<file path="src/rtl/fir_coeff_loader.sv">
// fir_coeff_loader: streams NUMTAPS coefficients into the FIR filter's
// coefficient port (write_address/write_value/load). When the optional
// COEFF_VERIFY_EN macro is defined, every tap is read back and compared
// against a shadow copy. The result is reported as pass, err_count and err_addr.
module fir_coeff_loader #(
  parameter int NUMTAPS = 32,
  parameter int DW      = 12,
  parameter int AW      = 8,
  parameter int CW      = $clog2(NUMTAPS + 1)
) (
  input  logic          Clk,
  input  logic          Reset_n,
  input  logic          start,
  input  logic [DW-1:0] coeff_in,
  input  logic          coeff_valid,
  output logic          coeff_ready,
  output logic [AW-1:0] write_address,
  output logic [DW-1:0] write_value,
  output logic          load,
  output logic [AW-1:0] read_address,
  input  logic [DW-1:0] read_value,
  output logic          busy,
  output logic          done,
  output logic          pass,
  output logic [CW-1:0] err_count,
  output logic [AW-1:0] err_addr
);

  typedef enum logic [1:0] {S_IDLE, S_WRITE, S_VERIFY, S_DONE} state_t;

  localparam logic [AW-1:0] LAST = AW'(NUMTAPS - 1);

  state_t        r_state;
  state_t        w_next;
  logic [AW-1:0] r_idx;
  logic [AW-1:0] r_wa;
  logic [DW-1:0] r_wv;
  logic          r_load;
  logic          r_done;
  logic          r_pass;
  logic          w_accept;
  logic          w_start;
  logic          w_last_acc;

  assign coeff_ready = (r_state == S_WRITE);
  assign busy        = (r_state != S_IDLE);
  assign w_accept    = coeff_valid && coeff_ready;
  assign w_start     = (r_state == S_IDLE) && start;
  assign w_last_acc  = w_accept && (r_idx == LAST);

  assign write_address = r_wa;
  assign write_value   = r_wv;
  assign load          = r_load;
  assign done          = r_done;
  assign pass          = r_pass;

`ifdef COEFF_VERIFY_EN
  localparam int IW = $clog2(NUMTAPS);

  logic [DW-1:0] r_shadow [NUMTAPS];
  logic [AW-1:0] r_ra;
  logic          r_iss;
  logic          r_p1_vld;
  logic [AW-1:0] r_p1_addr;
  logic          r_last_cmp;
  logic [CW-1:0] r_err_cnt;
  logic [AW-1:0] r_err_addr;

  assign read_address = r_ra;
  assign err_count    = r_err_cnt;
  assign err_addr     = r_err_addr;

  // Shadow copy of every accepted coefficient (plain RAM, no reset)
  always_ff @(posedge Clk) begin
    if (w_accept) r_shadow[r_idx[IW-1:0]] <= coeff_in;
  end

  // Readback sweep: issue register plus one tracking stage; compare when the tracked address matures
  always_ff @(posedge Clk or negedge Reset_n) begin
    if (!Reset_n) begin
      r_ra       <= '0;
      r_iss      <= 1'b0;
      r_p1_vld   <= 1'b0;
      r_p1_addr  <= '0;
      r_last_cmp <= 1'b0;
      r_err_cnt  <= '0;
      r_err_addr <= '0;
    end else begin
      if (w_start) begin
        r_ra       <= '0;
        r_iss      <= 1'b0;
        r_p1_vld   <= 1'b0;
        r_last_cmp <= 1'b0;
        r_err_cnt  <= '0;
        r_err_addr <= '0;
      end
      if ((r_state == S_WRITE) && w_last_acc) begin
        r_ra  <= '0;
        r_iss <= 1'b1;
      end
      if (r_state == S_VERIFY) begin
        r_p1_vld  <= r_iss;
        r_p1_addr <= r_ra;
        if (r_ra != LAST) r_ra <= r_ra + AW'(1);
        else              r_iss <= 1'b0;
        if (r_p1_vld) begin
          if (read_value != r_shadow[r_p1_addr[IW-1:0]]) begin
            r_err_cnt <= r_err_cnt + CW'(1);
            if (r_err_cnt == '0) r_err_addr <= r_p1_addr;
          end
          if (r_p1_addr == LAST) r_last_cmp <= 1'b1;
        end
      end
      if (r_state == S_DONE) r_last_cmp <= 1'b0;
    end
  end
`else
  logic w_unused_rd;

  assign w_unused_rd  = ^read_value;
  assign read_address = '0;
  assign err_count    = '0;
  assign err_addr     = '0;
`endif

  // State register
  always_ff @(posedge Clk or negedge Reset_n) begin
    if (!Reset_n) r_state <= S_IDLE;
    else          r_state <= w_next;
  end

  // Next-state decode
  always_comb begin
    w_next = r_state;
    case (r_state)
      S_IDLE:  if (start) w_next = S_WRITE;
`ifdef COEFF_VERIFY_EN
      S_WRITE:  if (w_last_acc) w_next = S_VERIFY;
      S_VERIFY: if (r_last_cmp) w_next = S_DONE;
`else
      S_WRITE:  if (w_last_acc) w_next = S_DONE;
      S_VERIFY: w_next = S_IDLE;
`endif
      S_DONE:  w_next = S_IDLE;
      default: w_next = S_IDLE;
    endcase
  end

  // Write path: registered address/value/strobe on each accept
  always_ff @(posedge Clk or negedge Reset_n) begin
    if (!Reset_n) begin
      r_idx  <= '0;
      r_wa   <= '0;
      r_wv   <= '0;
      r_load <= 1'b0;
    end else begin
      r_load <= w_accept;
      if (w_start) r_idx <= '0;
      if (w_accept) begin
        r_wa  <= r_idx;
        r_wv  <= coeff_in;
        r_idx <= r_idx + AW'(1);
      end
    end
  end

  // Completion pulse and sticky pass flag
  always_ff @(posedge Clk or negedge Reset_n) begin
    if (!Reset_n) begin
      r_done <= 1'b0;
      r_pass <= 1'b0;
    end else begin
      r_done <= (r_state == S_DONE);
      if (w_start) r_pass <= 1'b0;
      if (r_state == S_DONE) begin
`ifdef COEFF_VERIFY_EN
        r_pass <= (r_err_cnt == '0);
`else
        r_pass <= 1'b1;
`endif
      end
    end
  end

endmodule

</file>
<file path="config.mk">
export PLATFORM = sky130hd
export DESIGN_NAME = fir_coeff_loader
export DESIGN_NICKNAME = d
export VERILOG_FILES = /design/src/rtl/fir_coeff_loader.sv
export SDC_FILE = /design/constraint.sdc
export NUM_CORES = 1
export LEC_CHECK = 0
export ABC_AREA = 1
export CORE_MARGIN = 2
export CORE_UTILIZATION = 40
export DETAILED_ROUTE_END_ITERATION = 10
export PLACE_DENSITY = 0.89
export SETUP_SLACK_MARGIN = 0.05
export SYNTH_ARGS = -nofsm -noshare
export SYNTH_HDL_FRONTEND = slang
export SYNTH_SLANG_ARGS = --single-unit
</file>
<file path="constraint.sdc">
create_clock -name Clk -period 1.6 [get_ports Clk]
set_clock_uncertainty 0.05 [all_clocks]
set_input_delay 0.32 -clock Clk [delete_from_list [all_inputs] [get_ports Clk]]
set_output_delay 0.32 -clock Clk [all_outputs]
set_load 0.05 [all_outputs]
</file>
==> results of run 1 <==
[through the flow]
stage / hold WS, ps / setup slack (ps) / cell area (um^2) / instances / power [mW]
detailed placement: 450 / 27.3 / 2170 / 269 / 2.42
finish: 355 / 130 / 2260 / 276 / 3.05
floorplan: -25.6 / 412 / 1630 / 203 / 1.86
global route: 366 / 53.3 / 2260 / 276 / 3.19
global placement: 431 / 52.6 / 2170 / 269 / 2.39
CTS: 363 / 114 / 2260 / 276 / 3.06
[worst reg2reg max path: stages (launching register included)]
cell and delay (ps):
dfrtp_1 390, ha_1 180, nand2_1 100, nor2_1 250
nor2_1 70, nand2_1 80, o21ai_0 90
[cell usage after synthesis]
| cell type | number | area, um^2 |
|---|---|---|
| nand2_1 | 66 | 248 |
| inv_2 | 2 | 7.51 |
| buf_4 | 23 | 173 |
| buf_6 | 2 | 22.5 |
| a21oi_1 | 3 | 15.0 |
| nand3_1 | 10 | 50.1 |
| buf_2 | 2 | 10.0 |
| inv_1 | 14 | 52.6 |
| conb_1 | 1 | 3.75 |
| ha_1 | 1 | 12.5 |
| nand3_2 | 1 | 10.0 |
| nor2_2 | 2 | 12.5 |
| a21oi_2 | 1 | 8.76 |
| dfrtp_1 | 33 | 826 |
| o21ai_0 | 11 | 55.1 |
| nor2_1 | 8 | 30.0 |
| o21a_1 | 1 | 7.51 |
| and3_1 | 1 | 6.26 |
[logic make-up after synthesis]
kind of cell    after synthesis  synth area share, %
fa+ha+maj                     1                0.807
simple gates                 88                 23.0
flops                        33                 53.3
compound gates               16                 5.57
buf+inv                      43                 17.1
other cells                   1                0.242
[power by group]
| part | total, mW | internal, mW | switching [mW] |
|---|---|---|---|
| registers | 1.17 | 0.998 | 0.176 |
| clock network | 0.634 | 0.341 | 0.293 |
| logic | 1.24 | 0.523 | 0.715 |
| total | 3.05 | 1.86 | 1.18 |
[sequential cells by signal, summed over array words and instances, names as in the netlist]
| signal | flops |
|---|---|
| done | 1 |
| load | 1 |
| pass | 1 |
| r_idx | 8 |
| r_state | 2 |
| write_address | 8 |
| write_value | 12 |
[area by class of cell]
class                           count  area (um^2)  share of cell area (%)
Multi-Input combinational cell    127          538                    23.8
Inverter                           16         60.1                    2.66
Timing Repair Buffer               45          688                    30.5
Sequential cell                    33          826                    36.6
Clock buffer                        7         86.3                    3.82
Tap cell                           48         60.1                    2.66
[worst max path at each step]
stage,from,to,cells after the start
floorplan,r_state[1]$_DFFE_PN0P_,coeff_ready,3
global placement,coeff_valid,write_value[0]$_DFFE_PN0P_,6
detailed placement,coeff_valid,r_state[1]$_DFFE_PN0P_,5
CTS,r_state[1]$_DFFE_PN0P_,coeff_ready,4
global route,r_state[1]$_DFFE_PN0P_,coeff_ready,4
finish,r_state[1]$_DFFE_PN0P_,coeff_ready,4
[layer usage]
metal	vias up	track usage, %	wire (um)
met3	6	4.94	230
met1	576	19.0	1300
met5	-	0	0
met4	0	10.5	64
met2	45	26.4	1590
li1	600	-	-
==> results.md, run 1 <==
- Status: complete, no violations
- CP arrival: 1100 ps
- Final ANT Viol Nets: 0
- Clock Tree Buf Depth: 2
- Utilization after layout: 61.2%
- Post-CTS sizing: 0
- Area Overhead vs Synth: 45.7%
- CTS clock-pin slew for the worst setup and hold paths: 60 ps
- Seq cells post-synth: 33
- Clock root cell: clkbuf_8
- Post-Route WL: 3190 um
- CTS tree: yes
- Avg Cell Area, Syn: 8.52 um^2
- Wire length of the first global-routing pass: 5260 um
- WL/cell: 11.6 um
- Critical Path Max Stage Delay: 390 ps
- Core area: 3690 um^2
- Final count of negative-setup-slack endpoints: 0
- IO Count: 75
- Via density: 4.45
- All-Layer GR Usage: 16.4%
- Worst path bufs/invs: 3
- CP Capture Type: primary output
- Initial detailed-routing violation count: 76
- Worst path slowest cell: dfrtp_1
- Fmax: 680 MHz
- Sink Count: 33
- Die Span Y: 66.3 um
- Initial antenna violation count: 0
- RSZ-0062 raised after global routing: no
- Horiz. Die Dim: 66.3 um
- Maxcap violations: 0
- Worst vdd ir: 659 uV
- CTS Buf Count: 5
- Top delay family on crit path: flip-flops
- Number of fill cells in the layout: 318
- Type of the worst min-delay path: input pin to async pin
- HPWL after DPL: 2350 um
- Seq/Total Area, Yosys: 53.3%
- Count of final hold-check violations: 0
- Total number of H-tree levels: 2
- Yosys cell types: 18
- Gr ovfl total: 0
- Worst R2R End: r_idx[4]$_DFFE_PN0P_
- Critical path required time: 1230 ps
- Final Max Slew Viols: 0
- Die Footprint: 4390 um^2
- Fin crit period: 1470 ps
- Share of layout cells above drive strength 1: 18.4%
- PD cells: 1350 nW/um^2
- Via Count: 1227
- Crit-path max FO: 5
- Hold_buf cts: 0
- Starting Density: 42.0%
- Post-CTS Setup Inserts: 0
- DR pass1 iterations: 4
- Commonest cells after routing, fill and taps aside: nand2_1, dfrtp_1, buf_12
- ANT cells: 0
- Worst-Skew Late Latency: 290 ps
- Reg2reg setup slack: 270 ps
- Reg-to-reg startpoint: r_idx[1]$_DFFE_PN0P_
- Residual DRC: 0
- Crit-path cells: inv_2, nand2_1, inv_1, buf_12
- Setup_tns: 0 ps
- Tcrit/Tclk final: 91.9%
- WS Path Type: flip-flop to primary output
- Yosys warns: 0
- Critical Path Source Type: flip-flop
- Site row count: 22
- Vias in the first global route: 1158
- Syn Std Cell Area: 1550 um^2
- IO Port Bufs: 40
- P_leak: 1.16 nW
- Cells after Synth: 182
- Routability Congestion: 0.850
- R2R cell count: 6
- Most common cell after layout, fill and taps aside: nand2_1
- Largest net degree at the start of global routing: 34
- Final nets: 257
Note: power is estimated with default switching activity, not from simulation.
==> run 2: changes to the inputs <==
--- a/config.mk
+++ b/config.mk
@@ -9,7 +9,7 @@
 export CORE_MARGIN = 2
 export CORE_UTILIZATION = 40
 export DETAILED_ROUTE_END_ITERATION = 10
-export PLACE_DENSITY = 0.89
+export PLACE_DENSITY = 0.83
 export SETUP_SLACK_MARGIN = 0.05
 export SYNTH_ARGS = -nofsm -noshare
 export SYNTH_HDL_FRONTEND = slang
==> results.md, run 2 (synthesis gave the netlist of run 1 again) <==
- Tcrit/Tclk final: 90.4% (-1.5 points)
- Final count of negative-setup-slack endpoints: 0 (unchanged)
- Count of final hold-check violations: 0 (unchanged)
- IO Port Bufs: 40 (unchanged)
- Post-CTS sizing: 0 (unchanged)
- Most common cell after layout, fill and taps aside: nand2_1
- HPWL after DPL: 2440 um (+3.9%)
- R2R cell count: 6 (unchanged)
- Worst path slowest cell: dfrtp_1
- Vias in the first global route: 1204 (+4.0%)
- Critical path required time: 1230 ps (about the same)
- DR pass1 iterations: 4 (unchanged)
- CP Capture Type: primary output
- Type of the worst min-delay path: input pin to async pin
- Total number of H-tree levels: 2 (unchanged)
- Final nets: 258 (+0.39%)
- Initial detailed-routing violation count: 63 (-17%)
- RSZ-0062 raised after global routing: no
- PD cells: 1340 nW/um^2 (-0.65%)
- Share of layout cells above drive strength 1: 18.8% (+0.36 points)
- Hold_buf cts: 0 (unchanged)
- Clock Tree Buf Depth: 2 (unchanged)
- Fin crit period: 1450 ps (-24.0 ps)
- Sink Count: 33 (unchanged)
- Tot Pwr: 3.02 mW (-0.87%)
- Utilization after layout: 61.1% (-0.14 points)
- Post-CTS Setup Inserts: 0 (unchanged)
- Die Footprint: 4390 um^2 (unchanged)
- Die Span Y: 66.3 um (unchanged)
- Post-Route WL: 3220 um (+0.75%)
- CTS tree: yes
- CTS Buf Count: 5 (unchanged)
- Worst vdd ir: 601 uV (-8.8%)
- Fmax: 691 MHz (+1.7%)
- IO Count: 75 (unchanged)
- Core area: 3690 um^2 (unchanged)
- Horiz. Die Dim: 66.3 um (unchanged)
- All-Layer GR Usage: 15.9% (-0.54 points)
- Area Overhead vs Synth: 45.4%
- Setup_tns: 0 ps (unchanged)
- Footprint of the multi-input gates: 538 um^2 (unchanged)
- CP arrival: 1080 ps (-20 ps)
- Gr ovfl total: 0 (unchanged)
- Critical Path Max Stage Delay: 390 ps (about the same)
- WL/cell: 11.6 um (+0.39%)
- Routability Congestion: 0.844 (-0.72%)
- P_leak: 1.16 nW (about the same)
- Maxcap violations: 0 (unchanged)
- Critical Path Source Type: flip-flop
- Crit-path cells: inv_2, nand2_1, inv_1, buf_12
- CTS clock-pin slew for the worst setup and hold paths: 60 ps (about the same)
- ANT cells: 0 (unchanged)
- Via Count: 1228 (+0.081%)
- Status: complete, no violations
- Final Max Slew Viols: 0 (unchanged)
- Largest net degree at the start of global routing: 34 (unchanged)
- Commonest cells after routing, fill and taps aside: nand2_1, dfrtp_1, buf_12
- Register area: 826 um^2 (unchanged)
- Number of fill cells in the layout: 318 (unchanged)
- WS Path Type: flip-flop to primary output
- Final ANT Viol Nets: 0 (unchanged)
- Starting Density: 42.0% (unchanged)
- Initial antenna violation count: 0 (unchanged)
- Clock root cell: clkbuf_8
- Wire length of the first global-routing pass: 5150 um (-2.1%)
- Worst-Skew Late Latency: 280 ps (about the same)
- Residual DRC: 0 (unchanged)
- Max reg flops: 12 (unchanged)
- Via density: 4.43 (-0.28%)
- Crit-path max FO: 5 (unchanged)
- Site row count: 22 (unchanged)
run 2: cell type report:
class / instances / share of cell area, %
inverter: 16 / 2.67
tap: 48 / 2.67
clock buffer: 7 / 3.83
sequential: 33 / 36.6
multi-input combinational: 127 / 23.9
timing repair buffer: 46 / 30.3
run 2: path summary, 6_finish.rpt:
check	from	slack [ps]	to
setup / recovery	r_state[1]$_DFFE_PN0P_	150	coeff_ready
setup reg to reg	r_idx[1]$_DFFE_PN0P_	320	r_idx[4]$_DFFE_PN0P_
max in group asynchronous	Reset_n	960	r_idx[1]$_DFFE_PN0P_
hold reg to reg	r_state[1]$_DFFE_PN0P_	470	done$_DFF_PN0_
hold / removal	Reset_n	360	r_state[1]$_DFFE_PN0P_
min in group Clk	r_state[1]$_DFFE_PN0P_	470	done$_DFF_PN0_
run 2: per-layer routing:
metal	track usage, %	part of all wire (%)	up-vias
li1	-	-	606
met1	17.5	40	570
met2	27.3	51	47
met3	6.30	7.8	5
met4	6.38	1.1	0
met5	0	0	-
run 2: metrics by stage:
step / hold slack [ps] / setup slack (ps) / area (um^2) / std cells
final: 364 / 154 / 2250 / 277
after global routing: 370 / 96.5 / 2250 / 277
after CTS: 369 / 146 / 2250 / 277
after detailed placement: 457 / 15.0 / 2170 / 270
after global placement: 429 / 33.7 / 2170 / 270
after floorplan: -25.6 / 412 / 1630 / 203
run 2: report_power, final:
group,total (mW),internal [mW],switching (mW)
registers,1.18,0.998,0.177
clock network,0.616,0.341,0.275
logic,1.23,0.522,0.706
run 2: worst max-delay path: cells and delay by family (launching register included):
kind | cells | cell delay [ps]
flip-flops | 1 | 390
buffers and inverters | 3 | 330
AND/OR/NAND/NOR | 1 | 70
==> run 3: changes to the inputs <==
--- a/config.mk
+++ b/config.mk
@@ -6,6 +6,7 @@
 export NUM_CORES = 1
 export LEC_CHECK = 0
 export ABC_AREA = 1
+export ABC_CLOCK_PERIOD_IN_PS = 1600
 export CORE_MARGIN = 2
 export CORE_UTILIZATION = 40
 export DETAILED_ROUTE_END_ITERATION = 10
==> results of run 3 <==
No change in the layout: final DEF, timing and power equal those of run 2.
